`src/rtl/cyclic_code_pkg.sv`:
```
// Shared definitions for the (7,4) cyclic code generated by g(x) = x^3 + x + 1,
// used by both the systematic encoder and the serial decoder.
package cyclic_code_pkg;

    localparam int N = 7;
    localparam int K = 4;
    localparam int R = 3;

    // Low-order coefficients of g(x); the x^3 term is implied by the register feedback.
    localparam logic [R-1:0] G_LOW = 3'b011;

    localparam logic [2:0] CNT_LAST = 3'd6;

    typedef enum logic [1:0] {
        RECV,
        FIX,
        OUT
    } state_t;

    // Each nonzero syndrome equals x^i mod g(x) for exactly one bit position i.
    function automatic logic [N-1:0] syndrome_to_mask(input logic [R-1:0] syn);
        logic [N-1:0] mask;
        mask = '0;
        case (syn)
            3'b001:  mask = 7'b000_0001;
            3'b010:  mask = 7'b000_0010;
            3'b100:  mask = 7'b000_0100;
            3'b011:  mask = 7'b000_1000;
            3'b110:  mask = 7'b001_0000;
            3'b111:  mask = 7'b010_0000;
            3'b101:  mask = 7'b100_0000;
            default: mask = '0;
        endcase
        return mask;
    endfunction

endpackage

```
`src/rtl/cyclic_decoder_if.sv`:
```
// Serial bit input and parallel decoded-word output of the cyclic decoder,
// both as valid/ready handshakes.
interface cyclic_decoder_if;
    import cyclic_code_pkg::*;

    logic         in_valid;
    logic         in_bit;
    logic         in_ready;
    logic         out_valid;
    logic         out_ready;
    logic [K-1:0] out_data;
    logic [R-1:0] out_syndrome;
    logic         out_error;
    logic         out_corrected;

    // Environment side: produces codeword bits, consumes decoded words.
    modport master (
        output in_valid, in_bit, out_ready,
        input  in_ready, out_valid, out_data, out_syndrome, out_error, out_corrected
    );

    // Decoder side.
    modport slave (
        input  in_valid, in_bit, out_ready,
        output in_ready, out_valid, out_data, out_syndrome, out_error, out_corrected
    );

endinterface

```
`src/rtl/cyclic_syndrome_lfsr.sv`:
```
// Serial polynomial division by g(x): after the last shift, syn holds the input
// sequence (highest degree first) modulo g(x).
module cyclic_syndrome_lfsr
    import cyclic_code_pkg::*;
(
    input  logic         clk,
    input  logic         rst,
    input  logic         clear,
    input  logic         shift,
    input  logic         din,
    output logic [R-1:0] syn
);

    // NOTE: sequential state uses non-blocking assignments so every register
    // samples pre-edge values, regardless of process ordering.
    always_ff @(posedge clk or posedge rst) begin
        if (rst) begin
            syn <= '0;
        end else if (clear) begin
            syn <= '0;
        end else if (shift) begin
            syn <= {syn[R-2:0], din} ^ (syn[R-1] ? G_LOW : '0);
        end
    end

endmodule

```
`src/rtl/cyclic_decoder.sv`:
```
// Receive-side (7,4) cyclic decoder: shifts in one codeword bit per handshake,
// corrects a single-bit error from the syndrome and presents the message.
module cyclic_decoder
    import cyclic_code_pkg::*;
#(
    parameter bit CORRECT_EN = 1'b1
) (
    input  logic            clk,
    input  logic            rst,
    cyclic_decoder_if.slave bus
);

    state_t       state;
    state_t       state_next;
    logic [2:0]   count;
    logic [N-1:0] buffer;
    logic [R-1:0] syndrome;
    logic [N-1:0] fixed;

    logic         ready;
    logic         valid;
    logic         accept;
    logic         last_bit;
    logic         release_word;

    logic [K-1:0] data_q;
    logic [R-1:0] syndrome_q;
    logic         error_q;
    logic         corrected_q;

    // in_ready is gated by rst so no bit is consumed while reset is held.
    assign ready        = (state == RECV) && !rst;
    assign valid        = (state == OUT);
    assign accept       = ready && bus.in_valid;
    assign last_bit     = accept && (count == CNT_LAST);
    assign release_word = valid && bus.out_ready;

    assign bus.in_ready      = ready;
    assign bus.out_valid     = valid;
    assign bus.out_data      = data_q;
    assign bus.out_syndrome  = syndrome_q;
    assign bus.out_error     = error_q;
    assign bus.out_corrected = corrected_q;

    always_ff @(posedge clk or posedge rst) begin
        if (rst) begin
            state <= RECV;
        end else begin
            state <= state_next;
        end
    end

    always_comb begin
        // NOTE: assign the default before the case so every path drives
        // state_next and no latch is inferred.
        state_next = state;
        unique case (state)
            RECV:    if (last_bit) state_next = FIX;
            FIX:     state_next = OUT;
            OUT:     if (release_word) state_next = RECV;
            default: state_next = RECV;
        endcase
    end

    always_ff @(posedge clk or posedge rst) begin
        if (rst) begin
            count  <= '0;
            buffer <= '0;
        end else if (accept) begin
            buffer <= {buffer[N-2:0], bus.in_bit};
            count  <= last_bit ? 3'd0 : count + 3'd1;
        end
    end

    // Cleared on release so the next word starts from an empty remainder.
    cyclic_syndrome_lfsr u_lfsr (
        .clk   (clk),
        .rst   (rst),
        .clear (release_word),
        .shift (accept),
        .din   (bus.in_bit),
        .syn   (syndrome)
    );

    assign fixed = buffer ^ (CORRECT_EN ? syndrome_to_mask(syndrome) : '0);

    always_ff @(posedge clk or posedge rst) begin
        if (rst) begin
            data_q      <= '0;
            syndrome_q  <= '0;
            error_q     <= 1'b0;
            corrected_q <= 1'b0;
        end else if (state == FIX) begin
            data_q      <= fixed[N-1:N-K];
            syndrome_q  <= syndrome;
            error_q     <= |syndrome;
            corrected_q <= CORRECT_EN && (|syndrome);
        end
    end

endmodule

```
`src/flat_wrapper.sv`:
```
// flat-port wrapper written by rule: the top's interface ports become plain ports
module cyclic_decoder_flat import cyclic_code_pkg::*;
#(
    parameter bit CORRECT_EN = 1'b1
)
  (clk, rst, bus_in_valid, bus_in_bit, bus_out_ready, bus_in_ready, bus_out_valid, bus_out_data, bus_out_syndrome, bus_out_error, bus_out_corrected);
  cyclic_decoder_if bus_i ();
  input  logic clk;
  input  logic rst;
  input wire logic [$bits(bus_i.in_valid)-1:0] bus_in_valid;
  input wire logic [$bits(bus_i.in_bit)-1:0] bus_in_bit;
  input wire logic [$bits(bus_i.out_ready)-1:0] bus_out_ready;
  output wire logic [$bits(bus_i.in_ready)-1:0] bus_in_ready;
  output wire logic [$bits(bus_i.out_valid)-1:0] bus_out_valid;
  output wire logic [$bits(bus_i.out_data)-1:0] bus_out_data;
  output wire logic [$bits(bus_i.out_syndrome)-1:0] bus_out_syndrome;
  output wire logic [$bits(bus_i.out_error)-1:0] bus_out_error;
  output wire logic [$bits(bus_i.out_corrected)-1:0] bus_out_corrected;
  assign bus_i.in_valid = bus_in_valid;
  assign bus_i.in_bit = bus_in_bit;
  assign bus_i.out_ready = bus_out_ready;
  assign bus_in_ready = bus_i.in_ready;
  assign bus_out_valid = bus_i.out_valid;
  assign bus_out_data = bus_i.out_data;
  assign bus_out_syndrome = bus_i.out_syndrome;
  assign bus_out_error = bus_i.out_error;
  assign bus_out_corrected = bus_i.out_corrected;
  cyclic_decoder #(.CORRECT_EN(CORRECT_EN)) u_core (.clk(clk), .rst(rst), .bus(bus_i));
endmodule
```
`config.mk`:
```
export PLATFORM = sky130hd
export DESIGN_NAME = cyclic_decoder_flat
export DESIGN_NICKNAME = d
export VERILOG_FILES = /design/src/rtl/cyclic_code_pkg.sv /design/src/rtl/cyclic_decoder_if.sv /design/src/rtl/cyclic_syndrome_lfsr.sv /design/src/rtl/cyclic_decoder.sv /design/src/flat_wrapper.sv
export SDC_FILE = /design/constraint.sdc
export NUM_CORES = 1
export LEC_CHECK = 0
export BUFFER_PORTS_ARGS = -buffer_cell sky130_fd_sc_hd__buf_4
export CAP_MARGIN = 20
export CORE_AREA = 2 2 52 49
export CTS_CLUSTER_SIZE = 30
export DETAILED_ROUTE_END_ITERATION = 6
export DIE_AREA = 0 0 54 51
export PLACE_DENSITY = 0.66
export REMOVE_ABC_BUFFERS = 1
export SLEW_MARGIN = 10
export SYNTH_ARGS = -nofsm -noshare
export SYNTH_HDL_FRONTEND = slang
export SYNTH_HIERARCHICAL = 1
export SYNTH_SLANG_ARGS = --single-unit
```
`constraint.sdc`:
```
create_clock -name clk -period 2.5 [get_ports clk]
set_input_delay 0.125 -clock clk [delete_from_list [all_inputs] [get_ports clk]]
set_output_delay 0.125 -clock clk [all_outputs]
set_load 0.03 [all_outputs]
```
After elaboration in Yosys (flattened, before gate mapping)
Index checks and enable logic that the tools add are counted.
{"block": "op_classes", "n_reduce_logical": 9, "n_addsub": 1, "bitwise_logic": 2, "muxes": 8, "n_eq_ne": 12}
{"cell": "$pmux W7 S7", "n": 1}
{"cell": "$eq A3 B3 Y1 const B", "n": 5}
{"cell": "$mux W3", "n": 3}
{"cell": "$xor A7 B7 Y7", "n": 1}
{"cell": "$eq A3 B2 Y1 const B", "n": 2}
{"cell": "$mux W2", "n": 3}
{"cell": "$pmux W2 S3", "n": 1}
{"cell": "$logic_and A1 B1 Y1", "n": 4}
{"cell": "$add A3 B1 Y3 const B", "n": 1}
{"cell": "$eq A3 B1 Y1 const B", "n": 1}
{"cell": "$reduce_or A3 Y1", "n": 1}
{"cell": "$xor A3 B2 Y3", "n": 1}
{"cell": "$eq A2 B1 Y1 const B", "n": 1}
{"cell": "$eq A2 B2 Y1 const B", "n": 1}
{"cell": "$logic_not A2 Y1", "n": 1}
{"cell": "$ne A2 B1 Y1 const B", "n": 1}
{"cell": "$ne A2 B2 Y1 const B", "n": 1}
{"cell": "$reduce_and A2 Y1", "n": 1}
{"cell": "$reduce_bool A2 Y1", "n": 1}
{"cell": "$logic_not A1 Y1", "n": 1}
{"block": "totals", "register_bits": 23, "output_inout_bits": 11, "elab_cells": 39, "in_bits": 5}

Logic depth before layout (Yosys ltp)
{"block": "depth", "word_depth": 6, "mapped_depth": 5, "depth_no_buf": 5}

Cells and area by module
The synthesis kept the hierarchy.
{"module": "cyclic_decoder", "seq_area_each_um2": 500.5, "instances": 1, "cells_per_inst": 72, "area_each_um2": 895.9}
{"module": "cyclic_syndrome_lfsr", "seq_area_each_um2": 75.1, "instances": 1, "cells_per_inst": 12, "area_each_um2": 142.6}

Worst setup path before layout
OpenSTA, ideal clock, no wires.
{"block": "synth_timing", "kind": "flip-flop to flip-flop", "start": "reg u_core.state[0]", "end": "reg u_core.buffer[1]", "period_less_slack_ns": 1.461, "setup_ns": 0.125, "slack_ns": 1.039, "t_arrival_ns": 1.337, "required_time_ns": 2.375, "path_stages_with_launch": 4, "n_path_buf": 1, "path_cell_list": "dfrtp_1 -> nor4b_4 -> buf_6 -> mux2_2"}
{"block": "synth_between", "elab_chain_cells": 3}
{"item": "from (decl)", "line": "cyclic_decoder.sv:13", "text": "state_t state;"}
{"item": "from (signal assigned)", "line": "cyclic_decoder.sv:49", "text": "state <= state_next;"}
{"item": "$logic_not A2 Y1", "line": "cyclic_decoder.sv:32", "text": "assign ready = (state == RECV) && !rst;"}
{"item": "$logic_and A1 B1 Y1", "line": "cyclic_decoder.sv:32"}
{"item": "$logic_and A1 B1 Y1", "line": "cyclic_decoder.sv:34", "text": "assign accept = ready && bus.in_valid;"}
{"item": "named net u_core.accept", "line": "cyclic_decoder.sv:22", "text": "logic accept;"}
{"item": "to (signal assigned)", "line": "cyclic_decoder.sv:70", "text": "buffer <= {buffer[N-2:0], bus.in_bit};"}
{"item": "to (decl)", "line": "cyclic_decoder.sv:16", "text": "logic [N-1:0] buffer;"}
The timed path passes the listed nets, and every way through them passes these cells.
A chain may end at the register's enable or synchronous reset.

Final worst setup path
{"block": "layout_timing", "start": "reg u_core.state[0]", "end": "reg u_core.buffer[1]"}
{"block": "layout_between", "elab_chain_cells": 3}
{"item": "$logic_not A2 Y1", "line": "cyclic_decoder.sv:32"}
{"item": "$logic_and A1 B1 Y1", "line": "cyclic_decoder.sv:32"}
{"item": "$logic_and A1 B1 Y1", "line": "cyclic_decoder.sv:34"}
No other way between the ends.

==> impl_metrics.csv <==
group,metric,value,unit
status,status,"complete, no violations",
worst_setup_path,crit_arrival,1680,ps
clock_tree,cts_tree,"yes",
power_and_ir_drop,power_leakage,0.573,nW
clock_tree,cts-buffers-inserted,3,
power_and_ir_drop,total_power,0.00143,W
worst_setup_path,cp-end-kind,"register",
placement,place_congestion,0.753,
floorplan,core_area,0.00230,mm²
timing,hold_violations,0,
drt,viasPerCell,5.02,
clock_tree,cts.clk_slew.worst_paths,130,ps
floorplan,die_x,54,µm
hold_path,worstHoldPathType,"input port to register",
timing,rsz0062_at_grt,"no",
drt,firstDrtPassIters,4,
clock_tree,clkLatencyLatePin,310,ps
timing,period_minus_slack,1480,ps
final_layout,fin_nets,111,
floorplan,rows,17,
synth,ys_types,25,
floorplan,start_util,0.452,
floorplan,pin_count,16,
floorplan,dieArea,0.00275,mm²
clock_tree,clockBufferDepth,2,
synth,ys_warn_count,6,
placement,dp_hpwl,1100,µm
clock_tree,root_buffer,"clkbuf_4",
clock_tree,htree_num_levels,1,
synth,ys_seq_elements,23,
placement,io_buffer_count,15,
synth,synth_seq_area_share,0.554,
global_route,track_usage,0.149,
global_route,grt_pass1_wl,2940,µm
final_layout,layout-drive-gt1-share,0.340,
floorplan,die_h,51,µm
drt,routedWlPerCell,12.3,µm
worst_setup_path,worstSetupPathType,"register to register",
synth,syn_area,0.00104,mm²
drt,drt_iter0_markers,7,
timing,period_share,0.592,
synth,synthCells,84,
final_layout,num_antenna_cells,0,
global_route,antenna_found_initial,0,
drt,ant_nets,0,
global_route,gr-total-overflow,0,
clock_tree,post_cts_resized,0,
power_and_ir_drop,p_per_area,1180,mW/mm²
global_route,grt_pass1_vias,683,
timing,slew_headroom,0.484,
clock_tree,clock-sinks,23,
drt,totalWireLength,1610,µm
timing,drv_slew,0,
drt,drc,0,
final_layout,syn_to_final_growth,17.3,%
timing,setup_viol,0,
worst_setup_path,cp_max_fo,18,
drt,num_vias,657,
worst_setup_path,cp.required,2700,ps
timing,tightest_slew,774,ps
timing,max_freq,676,MHz
flow_run,drv_cap,0,
power_and_ir_drop,vdd_drop_max,0.000579,V
timing,finalSetupTns,0,ps
global_route,grt_max_degree,21,
synth,syn_area_per_cell,12.4,µm²
timing,finClkSkew,4.69,ps
worst_setup_path,start_kind,"register",
-- routing by layer --
layer	wire length, µm	GRT usage	up-vias
met2	767	0.242	13
li1	-	-	327
met4	34	0.0750	0
met1	738	0.179	312
met5	0	0	-
met3	68	0.0380	5
-- repair_timing --
item,4_1_cts,5_1_grt
hold buffers,2,0
hold endpoints to repair,14,0
buffers inserted,0,0
-- cells by family after synthesis --
group | count (synthesis) | synth area share
flops | 23 | 0.554
xor+xnor | 6 | 0.0506
simple gates | 21 | 0.122
compound gates | 13 | 0.0843
mux | 12 | 0.129
fa+ha+maj | 2 | 0.0241
buf+inv | 7 | 0.0361
-- path summary, 6_finish.rpt --
path / cells past startpoint / slack [ps] / end / from
worst max register to register: 3 / 1020 / u_core/buffer[1] / u_core/state[0]
max in group asynchronous: 3 / 1470 / u_core/bus.out_data[0] / rst
min in group asynchronous: 3 / 260 / u_core/u_lfsr/syn[2] / rst
worst min register to register: 2 / 490 / u_core/bus.out_data[3] / u_core/bus.out_data[3]
worst min-delay path: 2 / 60 / u_core/buffer[0] / bus_in_bit
worst max-delay path: 3 / 1020 / u_core/buffer[1] / u_core/state[0]
-- cell usage after synthesis (all sizes together) --
library cell,instances,share of area
inv,4,0.014
dfrtp,23,0.55
ha,2,0.024
nand2b,2,0.012
a22o,1,0.0084
mux2,11,0.12
and2,1,0.0060
nand3,1,0.0048
and3,1,0.0060
clkbuf,1,0.0036
nor2,3,0.011
xor2,4,0.034
nand3b,3,0.022
nor4b,1,0.023
a211oi,2,0.024
nand2,6,0.022
nor3,2,0.0096
nor2b,1,0.0060
o21ai,8,0.042
xnor2,2,0.017
mux2i,1,0.0096
buf,2,0.018
a21oi,2,0.0096
-- critical path, cell delays in order (launching register included) --
cell	delay, ps
dfrtp_1	450
nor4b_4	280
buf_4	280
mux2_2	370
-- area by class of cell --
cell class              instances  area, µm²
inverters                       4       15.0
repair buffers                 18        140
flip-flops and latches         23        576
multi-input cells              54        425
clock inverters                 1       5.00
well taps                      28       35.0
clock buffers                   3       22.5
fillers                       210       1080
-- where the power goes --
| part | total (W) | internal (W) | switching (W) |
|---|---|---|---|
| clock network | 0.000171 | 0.0000597 | 0.000111 |
| logic | 0.000589 | 0.000287 | 0.000302 |
| registers | 0.000672 | 0.000527 | 0.000145 |
| total | 0.00143 | 0.000874 | 0.000558 |
-- state kept, by name (all words and copies together) (netlist names) --
signal,flops
u_core/buffer,7
u_core/bus.out_data,4
u_core/bus.out_syndrome,3
u_core/count,3
u_core/u_lfsr/syn,3
u_core/state,2
u_core/bus.out_error,1
-- cell usage in the layout, fill, tap and decap left out, types with 2 or more instances in the layout --
master / Yosys / layout
a211oi_2: 2 / 2
a21oi_1: 2 / 2
buf_4: 1 / 16
clkbuf_4: 0 / 3
dfrtp_1: 23 / 23
dlygate4sd3_1: 0 / 2
ha_1: 2 / 2
inv_1: 4 / 4
mux2_2: 11 / 11
nand2_1: 6 / 6
nand2b_1: 2 / 2
nand3b_1: 3 / 3
nor2_1: 3 / 3
nor3_1: 2 / 2
o21ai_0: 7 / 7
xnor2_1: 2 / 2
xor2_1: 4 / 4
-- through the flow --
stage / area [µm²] / utilization / cells / hold slack (ps) / worst slack (ps)
finish: 1220 / 0.531 / 131 / 61.8 / 1020
global route: 1220 / 0.531 / 131 / 57.1 / 963
CTS: 1220 / 0.531 / 131 / 57.5 / 1030
detailed placement: 1170 / 0.510 / 125 / 36.0 / 1060
global placement: 1170 / 0.510 / 125 / 35.9 / 1080
floorplan: 1020 / - / 81 / -121 / 819
Power figures use the tool's default switching activity.
